File: src/rtl/pc_seq_ctrl.sv
// Program-counter sequencing controller: decodes the fetched opcode into PC
// branch/halt controls, stalls across load handshakes and parks on HALT.
module pc_seq_ctrl #(
    parameter int ADDR_W   = 9,
    parameter int WAIT_MAX = 15,
    parameter int CNT_W    = 16
) (
    input  logic              clk,
    input  logic              rst,
    input  logic [31:0]       instr,
    input  logic              zeroFlag,
    input  logic              memReady,
    input  logic              resume,
    output logic [1:0]        branchCtl,
    output logic [ADDR_W-1:0] nextAdrx,
    output logic              halt,
    output logic              memReq,
    output logic              fault,
    output logic [1:0]        state,
    output logic [CNT_W-1:0]  retired
);

    localparam int WAIT_W = (WAIT_MAX > 1) ? $clog2(WAIT_MAX) : 1;

    localparam logic [5:0] OP_JMP  = 6'h02;
    localparam logic [5:0] OP_BEQ  = 6'h04;
    localparam logic [5:0] OP_BNE  = 6'h05;
    localparam logic [5:0] OP_JR   = 6'h08;
    localparam logic [5:0] OP_LD   = 6'h23;
    localparam logic [5:0] OP_HALT = 6'h3F;

    typedef enum logic [1:0] {
        ST_RUN      = 2'b00,
        ST_MEM_WAIT = 2'b01,
        ST_HALTED   = 2'b10,
        ST_FAULT    = 2'b11
    } state_t;

    state_t              state_q, state_d;
    logic [1:0]          branch_ctl_q, branch_ctl_d;
    logic [ADDR_W-1:0]   next_adrx_q, next_adrx_d;
    logic                halt_q, halt_d;
    logic                mem_req_q, mem_req_d;
    logic                fault_q, fault_d;
    logic [CNT_W-1:0]    retired_q, retired_d;
    logic [WAIT_W-1:0]   wait_cnt_q, wait_cnt_d;

    logic [5:0]          opcode;
    logic [ADDR_W-1:0]   target;
    logic                unused_instr_bits;

    assign opcode            = instr[31:26];
    assign target            = instr[ADDR_W-1:0];
    assign unused_instr_bits = ^instr[25:ADDR_W];

    // branchCtl defaults to 00 in every state so it can never be non-zero
    // alongside halt; the PC would otherwise let the branch win.
    always_comb begin
        state_d      = state_q;
        branch_ctl_d = 2'b00;
        next_adrx_d  = next_adrx_q;
        halt_d       = halt_q;
        mem_req_d    = mem_req_q;
        fault_d      = fault_q;
        retired_d    = retired_q;
        wait_cnt_d   = wait_cnt_q;

        case (state_q)
            ST_RUN: begin
                halt_d    = 1'b0;
                mem_req_d = 1'b0;
                retired_d = retired_q + CNT_W'(1);
                case (opcode)
                    OP_JMP: begin
                        branch_ctl_d = 2'b10;
                        next_adrx_d  = target;
                    end
                    OP_BEQ: begin
                        branch_ctl_d = zeroFlag ? 2'b01 : 2'b00;
                        next_adrx_d  = target;
                    end
                    OP_BNE: begin
                        branch_ctl_d = zeroFlag ? 2'b00 : 2'b01;
                        next_adrx_d  = target;
                    end
                    OP_JR: begin
                        branch_ctl_d = 2'b11;
                    end
                    OP_LD: begin
                        mem_req_d  = 1'b1;
                        halt_d     = 1'b1;
                        wait_cnt_d = '0;
                        retired_d  = retired_q;
                        state_d    = ST_MEM_WAIT;
                    end
                    OP_HALT: begin
                        halt_d  = 1'b1;
                        state_d = ST_HALTED;
                    end
                    default: ;
                endcase
            end
            ST_MEM_WAIT: begin
                halt_d = 1'b1;
                if (memReady) begin
                    mem_req_d = 1'b0;
                    halt_d    = 1'b0;
                    retired_d = retired_q + CNT_W'(1);
                    state_d   = ST_RUN;
                end else if (wait_cnt_q == WAIT_W'(WAIT_MAX - 1)) begin
                    mem_req_d = 1'b0;
                    fault_d   = 1'b1;
                    state_d   = ST_FAULT;
                end else begin
                    wait_cnt_d = wait_cnt_q + WAIT_W'(1);
                end
            end
            ST_HALTED: begin
                halt_d    = 1'b1;
                mem_req_d = 1'b0;
                if (resume) begin
                    halt_d  = 1'b0;
                    state_d = ST_RUN;
                end
            end
            ST_FAULT: begin
                halt_d    = 1'b1;
                fault_d   = 1'b1;
                mem_req_d = 1'b0;
            end
            default: state_d = ST_RUN;
        endcase
    end

    always_ff @(posedge clk) begin
        if (rst) begin
            state_q      <= ST_RUN;
            branch_ctl_q <= 2'b00;
            next_adrx_q  <= '0;
            halt_q       <= 1'b0;
            mem_req_q    <= 1'b0;
            fault_q      <= 1'b0;
            retired_q    <= '0;
            wait_cnt_q   <= '0;
        end else begin
            state_q      <= state_d;
            branch_ctl_q <= branch_ctl_d;
            next_adrx_q  <= next_adrx_d;
            halt_q       <= halt_d;
            mem_req_q    <= mem_req_d;
            fault_q      <= fault_d;
            retired_q    <= retired_d;
            wait_cnt_q   <= wait_cnt_d;
        end
    end

    assign branchCtl = branch_ctl_q;
    assign nextAdrx  = next_adrx_q;
    assign halt      = halt_q;
    assign memReq    = mem_req_q;
    assign fault     = fault_q;
    assign state     = state_q;
    assign retired   = retired_q;

endmodule

File: config.mk
export PLATFORM = sky130hd
export DESIGN_NAME = pc_seq_ctrl
export DESIGN_NICKNAME = d
export VERILOG_FILES = /design/src/rtl/pc_seq_ctrl.sv
export SDC_FILE = /design/constraint.sdc
export NUM_CORES = 1
export LEC_CHECK = 0
export ABC_AREA = 1
export BUFFER_PORTS_ARGS = -buffer_cell sky130_fd_sc_hd__buf_4
export CORE_AREA = 2 2 64 66
export DETAILED_ROUTE_END_ITERATION = 8
export DIE_AREA = 0 0 66 68
export GPL_ROUTABILITY_DRIVEN = 0
export PLACE_DENSITY = 0.82
export SETUP_SLACK_MARGIN = 0.5
export SYNTH_ARGS = -nofsm -noshare
export SYNTH_HDL_FRONTEND = slang
export SYNTH_SLANG_ARGS = --single-unit
File: constraint.sdc
create_clock -name clk -period 4.1 [get_ports clk]
set_clock_uncertainty 0.05 [all_clocks]
set_input_delay 0.205 -clock clk [delete_from_list [all_inputs] [get_ports clk]]
set_output_delay 0.205 -clock clk [all_outputs]
set_load 0.005 [all_outputs]
==> out/metrics.yaml <==
cp_cell_sequence: "inv_1, ha_1, inv_2, nor2_4, a21oi_2, nand2_2, inv_2, nand2_1, nand2_1, nand2_1, nor2_1"
period_share_pct: 46.6
synthTopCellsByArea: "dfxtp_1 (37%), nand2_1 (14%), nor2_1 (9.6%)"
routedWlPerCell_um: 10.5
grt_pass1_wl_mm: 6.98
post-route-util_pct: 63.6
end_kind: "flop"
yosysWarnings: 0
rrSetupSlack_ns: 2.19
maxSlewViolCount: 0
fin_tns_setup_ns: 0
pwr-share-clk_pct: 32.2
ys_ff_latch: 36
core_area_um2: 3860
status: "finished, final reports clean"
synth_most_common_cell: "nand2_1"
rsz0062_at_grt: "false"
synth_top_area_share_pct: 37.4
route.met3.wl_um: 218
holdWs_ns: 0.114
num_vias: 1909
layout-drive-gt1-share_pct: 22.0
critPathLaunch: "state[1]"
num_rows: 23
setup_viol: 0
worst_pin_slew_ns: 0.507
die_w_um: 66
period_minus_slack_ns: 1.91
io_buffers: 51
syn_to_final_growth_pct: 27.3
worstPathRequired_ns: 4.28
vias_per_cell: 4.88
syn_inst: 287
ant_nets: 0
pwr-share-comb_pct: 26.4
start_util_pct: 49.9
hold_violations: 0
postCtsSetupBuffers: 0
r2r_cells: 11
grt_util_all_layers_pct: 20.0
clk_pin_slew_worst_paths_ns: 0.08
antenna_cells: 0
die-area_um2: 4490
total_power_mw: 0.970
cts_buffers: 5
clockBufferDepth: 2
avgSynthCellArea_um2: 6.71
ys.flop_type: "dfxtp_1"
synth_nets: 332
path_depth: 11
ir_drop_mv: 0.261
slowest_delay_ns: 0.38
ios: 69
postLayoutCellArea_um2: 2450
grt-ovfl-total: 0
dpl-instance-area_um2: 2340
r2r_start: "state[1]"
p_per_area_nw_per_um2: 396
max_freq_ghz: 0.523
insertion_delay_ns: 0.29
die_h_um: 68
grt_pass1_vias: 1650
cts_max_level: 2
r2r_end: "retired[10]"
endpoint: "retired[10]"
ys_types: 28
final_cell_count_no_fill: 391
hold_buffers: 0
drt-met1-wl_mm: 1.89
switchingPower_mw: 0.308
critPathSlowestCell: "dfxtp_1"
setup.worst_path.start_class: "flop"
path_common_cell: "nand2_1"
critPathBufInv: 3
post_cts_resized: 0
netlist_area_um2: 1930
drt-initial-drc-count: 126
dr_wl_met2_mm: 1.93
p_sw_share_pct: 31.8
antenna_found_initial: 0
arrival_ns: 2.09
cts_tree: "built"
synthTopCellsByCount: "nand2_1 (71), nor2_1 (49), dfxtp_1 (36), inv_1 (24), a21oi_1 (21)"
maxCapViolations: 0
relSlewSlack_pct: 66.0
final_nets: 385
finalWirelength_mm: 4.10
place_ws_ns: 2.18
ys_seq_area_share_pct: 37.4
synthArstFlopShare_pct: 0
yosys.area.top_type: "dfxtp_1"
n_fill_cell: 372
place_hpwl_mm: 3.00
cp_top_family: "simple AND/OR/NAND/NOR gates"
fin_ws_ns: 2.19
drtPass1Iterations: 4
numClockSinks: 36
leakagePower_nw: 1.08
hp-class: "in -> reg"
cts-root-buf: "clkbuf_8"
pwr-share-seq_pct: 41.4
dp_cells: 383
critical_path_class: "reg -> reg"
grt_max_degree: 20
top_layer: "met4"
power.internal_mw: 0.662
synth-edff-count: 0
critPathMaxFanout: 18
drc: 0
-- power groups by stage --
| stage | Clock [mW] | Combinational, mW | Sequential [mW] |
|---|---|---|---|
| detailed placement | 0 | 0.256 | 0.410 |
| floorplan | 0 | 0.174 | 0.411 |
| CTS | 0.320 | 0.258 | 0.402 |
| global route | 0.334 | 0.292 | 0.406 |
| finish | 0.312 | 0.256 | 0.402 |
| global placement | 0 | 0.251 | 0.410 |
-- per-layer routing --
layer  track usage [%]  up-vias
met5                 0        -
met1              24.5      835
li1                  -     1021
met3              4.93        6
met4              7.91        0
met2              33.8       47
-- sequential cells by signal, summed over array words and instances, names as in the netlist --
| name | cells |
|---|---|
| wait_cnt_q | 4 |
| memReq | 1 |
| branchCtl | 2 |
| halt | 1 |
| fault | 1 |
| state | 2 |
| retired | 16 |
| nextAdrx | 9 |
-- worst min-delay path by stage --
stage,start,to,cells past startpoint
global route,instr[4],nextAdrx[4],3
detailed placement,instr[0],nextAdrx[0],3
finish,instr[0],nextAdrx[0],3
CTS,instr[0],nextAdrx[0],3
global placement,instr[6],nextAdrx[6],3
floorplan,instr[0],nextAdrx[0],2
-- cells by family after synthesis --
| family | after synthesis | share of synthesized area [%] |
|---|---|---|
| buffers and inverters | 37 | 7.86 |
| and+or+nand+nor | 156 | 34.4 |
| DFF | 36 | 37.4 |
| xor gates and xnor gates | 7 | 3.18 |
| adders and majority gates | 8 | 5.20 |
| AOI/OAI and AO/OA | 43 | 11.9 |
-- worst reg2reg max path, stage by stage, from the launching register on --
cell and delay [ns]:
dfxtp_1 0.38, inv_1 0.10, ha_1 0.24, inv_2 0.13
nor2_4 0.06, a21oi_2 0.11, nand2_2 0.23, inv_2 0.26
nand2_1 0.10, nand2_1 0.07, nand2_1 0.04, nor2_1 0.08
-- placed cells by master (no fill, tap or decap), drive strengths merged, types with 2 or more instances in the layout --
| cell | Yosys | final |
|---|---|---|
| ha | 8 | 8 |
| inv | 28 | 28 |
| nor2 | 54 | 54 |
| buf | 3 | 51 |
| clkbuf | 2 | 5 |
| o21ai | 17 | 17 |
| nand2 | 76 | 76 |
| o21bai | 2 | 2 |
| nand3 | 18 | 18 |
| a21oi | 22 | 22 |
| dfxtp | 36 | 36 |
| nand4 | 6 | 6 |
| xor2 | 6 | 6 |
| clkinv | 4 | 5 |
-- layout make-up --
type | count | area [µm²] | share of cell area (%)
repair buffers | 51 | 383 | 15.6
clock inverters | 3 | 42.5 | 1.74
flip-flops and latches | 36 | 721 | 29.4
inverters | 32 | 120 | 4.90
multi-input cells | 214 | 1050 | 43.0
well taps | 50 | 62.6 | 2.55
clock buffers | 5 | 68.8 | 2.81
Power figures use the tool's default switching activity.
